File: config.mk
export PLATFORM = sky130hd
export DESIGN_NAME = booth_seq_ctrl
export DESIGN_NICKNAME = d
export VERILOG_FILES = /design/src/rtl/booth_seq_ctrl.sv
export SDC_FILE = /design/constraint.sdc
export NUM_CORES = 1
export LEC_CHECK = 0
export CORE_AREA = 2 2 39 41
export CTS_BUF_LIST = sky130_fd_sc_hd__clkbuf_8
export CTS_CLUSTER_DIAMETER = 150
export CTS_CLUSTER_SIZE = 8
export DETAILED_ROUTE_END_ITERATION = 7
export DIE_AREA = 0 0 41 43
export PLACE_DENSITY = 0.71
export SYNTH_ARGS = -nofsm -noshare
export SYNTH_HDL_FRONTEND = slang
export SYNTH_SLANG_ARGS = --single-unit
export TNS_END_PERCENT = 1
File: constraint.sdc
create_clock -name clk -period 1.6 [get_ports clk]
set_input_delay 0.16 -clock clk [delete_from_list [all_inputs] [get_ports clk]]
set_output_delay 0.16 -clock clk [all_outputs]
set_load 0.05 [all_outputs]
File: src/rtl/booth_seq_ctrl.sv
// Sequencer for a radix-2 Booth multiplier: load, add/sub decision, arithmetic shift and iteration count.
// Moore strobes; done pulses one cycle after the last shift; start is accepted only in IDLE or DONE.
module booth_seq_ctrl #(
    parameter  int WIDTH = 8,
    localparam int CW    = $clog2(WIDTH + 1)
) (
    input  logic          clk,
    input  logic          rst,
    input  logic          start,
    input  logic          abort,
    input  logic          q0,
    input  logic          q_m1,
    output logic          init_en,
    output logic          a_load_en,
    output logic          alu_sub,
    output logic          shift_en,
    output logic          busy,
    output logic          done,
    output logic [CW-1:0] count
);

    typedef enum logic [2:0] {
        S_IDLE,
        S_INIT,
        S_EVAL,
        S_ADD,
        S_SUB,
        S_SHIFT,
        S_DONE
    } state_t;

    localparam logic [CW-1:0] COUNT_INIT = CW'(WIDTH);
    localparam logic [CW-1:0] COUNT_ONE  = CW'(1);

    state_t        state_q, state_d;
    logic [CW-1:0] count_q, count_d;

    always_ff @(posedge clk) begin
        if (rst) begin
            state_q <= S_IDLE;
            count_q <= '0;
        end else begin
            state_q <= state_d;
            count_q <= count_d;
        end
    end

    always_comb begin
        state_d   = state_q;
        count_d   = count_q;
        init_en   = 1'b0;
        a_load_en = 1'b0;
        alu_sub   = 1'b0;
        shift_en  = 1'b0;
        busy      = 1'b0;
        done      = 1'b0;

        case (state_q)
            S_IDLE: begin
                if (start) state_d = S_INIT;
            end
            S_INIT: begin
                init_en = 1'b1;
                busy    = 1'b1;
                count_d = COUNT_INIT;
                state_d = S_EVAL;
            end
            S_EVAL: begin
                busy = 1'b1;
                case ({q0, q_m1})
                    2'b01:   state_d = S_ADD;
                    2'b10:   state_d = S_SUB;
                    default: state_d = S_SHIFT;
                endcase
            end
            S_ADD: begin
                a_load_en = 1'b1;
                busy      = 1'b1;
                state_d   = S_SHIFT;
            end
            S_SUB: begin
                a_load_en = 1'b1;
                alu_sub   = 1'b1;
                busy      = 1'b1;
                state_d   = S_SHIFT;
            end
            S_SHIFT: begin
                shift_en = 1'b1;
                busy     = 1'b1;
                // Saturate at zero so a corrupted count can never wrap into a long run.
                if (count_q != '0) count_d = count_q - COUNT_ONE;
                if (count_q <= COUNT_ONE) state_d = S_DONE;
                else                      state_d = S_EVAL;
            end
            S_DONE: begin
                done    = 1'b1;
                state_d = start ? S_INIT : S_IDLE;
            end
            default: begin
                state_d = S_IDLE;
                count_d = '0;
            end
        endcase

        if (abort && (state_q != S_IDLE)) begin
            state_d = S_IDLE;
            count_d = '0;
        end
    end

    assign count = count_q;

endmodule

==> flow_summary.toml <==
[clocking]
postCtsHoldBufs = 0
clkSlewWorstSetupHoldPaths_ns = 0.04
h-tree-depth = 1
post-cts-setup-buffers = 0
total_cts_buffers = 3
cts_root_buffer = "clkbuf_8"
clock_tree.buffer_depth = 2
clk_latency_ns = 0.23
cts_tree = "done"
clock_sink_count = 7

[synthesis]
cell_types_with_the_largest_area_share_after_synthesis = "dfxtp_1 26%, nor2_1 8.2%, ha_1 6.8%"
avgSynthCellArea_um2 = 8.20
synth_compound_area_share_pct = 29.2
syn_inst = 67
synth_enable_flop_cells = 0
ys_seq_elements = 7
synthArstFlopShare_pct = 0
synth.yosys.seq_area_share_pct = 25.5
netlist.top_cell.by_area = "dfxtp_1"
synth_top_family_by_area = "compound AO/OA/AOI/OAI gates"
synthAdderAreaFrac_pct = 6.83
synth_ff_type = "dfxtp_1"
ys_types = 28
yosys.area.top_type_share_pct = 25.5
syn-num-nets = 76
synth.yosys.warnings = 0
synth_xor_area_share_pct = 1.59
mux_cell_area_share_after_synthesis_pct = 1.82
post_synth_and_or_nand_nor_area_fraction_pct = 28.0
post_synth_instance_area_um2 = 549

[critical_path]
critical_path_class = "register to register"
critical_path_peak_fanout = 4
cpMaxStageDelayCell = "dfxtp_1"
timing.critical_path.arrival_ns = 1.64
worstPathRequired_ns = 1.73
crit_path_end_kind = "register"
cp_cell_sequence = "inv_1 -> ha_1 -> nand3b_4 -> o311ai_4 -> xnor2_1 -> a2111oi_2"
max_stage_delay_ns = 0.34
setup.worst_path.start_class = "register"

[timing]
timing.hold.ws_ns = 0.590
final.setup_skew_ns = 0.00194
hold_viol = 0
setup_repair_after_global_routing_missed_its_margin = "true"
timing.slew.headroom_pct = 67.5
finalMaxSlewViolations = 0
timing.final.crit_share_pct = 94.3
worst_slew_pin_slew_ns = 0.475
setup_viol = 0
max_clock_freq_mhz = 663
finalCriticalPeriod_ns = 1.51

[floorplanning]
floorplan.die_area_mm2 = 0.00176
top_level_ports = 16
floorplan.initialDensity_pct = 39.7
fp.dieW_um = 41
placement_rows = 14
core_region_area_mm2 = 0.00138
dieHeight_um = 43

[routing]
route.antenna.remaining_nets = 0
detail_routed_via_count_per_cell = 5.67
first_iter_violations = 22
wl_mm = 1.49
drt_pre_antenna_iters = 5
detailroute.via_count = 590
wl_per_cell_um = 14.3
drc_errors = 0

[placed_design]
placed_cell_area_um2 = 792
detailed_place_hpwl_mm = 1.11
gp_congestion = 0.744
numPortBuffers = 15

[global_route]
gr-usage-all-layers_pct = 20.6
first_global_vias = 529
grt_pass1_wl_mm = 2.45
grt_start_max_net_pins = 13
number_of_antenna_violations_at_the_first_check_in_global_routing = 0
overflow = 0

[run_status]
run_status = "finished, final reports clean"

[power_and_ir_drop]
p_per_area_mw_per_mm2 = 1950
power.leakage_nw = 0.337
ir_drop_worst_case_vdd_mv = 1.14

[finish]
area_growth_pct = 54.9
fin_area_um2 = 851
antennaDiodeCount = 0
most_common_library_cell_in_the_layout_ignoring_fill_and_taps = "nor2_1"
num-nets-final = 98
post_route_cells_drive_above_1_share_pct = 34.1
num-fill-cells = 116
mostFrequentLayoutCells = "12 x nor2_1, 9 x buf_4, 6 x inv_1, 6 x buf_12, 5 x clkdlybuf4s50_1"

[flow_run]
cap_viol_max_count = 0

[worst_hold_path]
worst_hold_path_type = "register to register"
-- report_power, final --
part | internal [mW] | switching, mW
logic | 0.462 | 0.577
registers | 0.235 | 0.136
clock network | 0.166 | 0.0818
total | 0.864 | 0.794
-- critical path, delay by kind of cell (launching register included) --
family                     cells  cell delay [ns]
AOI/OAI and AO/OA              2             0.46
adders and majority gates      1             0.25
DFF                            1             0.34
buffers and inverters          1             0.12
xor gates and xnor gates       1             0.13
and+or+nand+nor                1             0.11
-- cell type report --
class                      instances  area (um^2)  area share (%)
clock inverter                     1         3.75           0.441
clock buffer                       3         41.3            4.85
inverter                           5         18.8            2.21
sequential                         7          144            16.9
tap                               16         20.0            2.35
timing repair buffer              20          238            27.9
multi-input combinational         52          385            45.3
-- per-layer routing --
layer / global-route usage (%) / wire, um
met5: 0 / 0
met1: 27.2 / 611
met2: 32.2 / 771
met3: 3.14 / 77
met4: 8.00 / 29
-- kinds of logic (layout without fill, tap and decap cells) --
kind of cell	after synthesis	in the layout
buffers and inverters	8	29
adders and majority gates	3	3
DFF	7	7
and+or+nand+nor	28	28
muxes	1	1
xor gates and xnor gates	1	1
AOI/OAI and AO/OA	19	19
-- cell usage after synthesis (all sizes together), types with 3 or more instances --
cell and n:
a2111oi 3, a21oi 5, buf 3, dfxtp 7, ha 3, inv 5, nor2 12, nor3 3
o21ai 3
-- path summary, 6_finish.rpt --
check | start | slack, ns | depth (start not counted) | to
max | count[0]$_SDFFE_PP0P_ | 0.09 | 6 | count[0]$_SDFFE_PP0P_
min | count[1]$_SDFFE_PP0P_ | 0.59 | 2 | count[1]$_SDFFE_PP0P_
max reg2reg | count[0]$_SDFFE_PP0P_ | 0.09 | 6 | count[0]$_SDFFE_PP0P_
min reg2reg | count[1]$_SDFFE_PP0P_ | 0.59 | 2 | count[1]$_SDFFE_PP0P_
-- through the flow --
| stage | cells | util (%) | total power [mW] | worst slack (ns) | TNS, ns |
|---|---|---|---|---|---|
| final | 104 | 61.5 | 1.66 | 0.0909 | 0 |
| after global routing | 104 | 61.5 | 1.75 | -0.0546 | -0.0546 |
| after CTS | 104 | 61.0 | 1.65 | 0.0252 | 0 |
| after detailed placement | 100 | 57.2 | 1.38 | 0.0880 | 0 |
| after global placement | 100 | 57.2 | 1.37 | 0.140 | 0 |
| after floorplan | 67 | - | 1.00 | -0.112 | -0.264 |
-- state kept, by name, summed over array words and instances (netlist names) --
register and count:
state_q 3, count 4
-- timing repair --
item | in CTS | in global routing
hold endpoints to repair | 0 | 0
resized for setup | 2 | 3
cloned | 0 | 0
endpoints found under the setup margin | 2 | 7
Power figures use the tool's default switching activity.
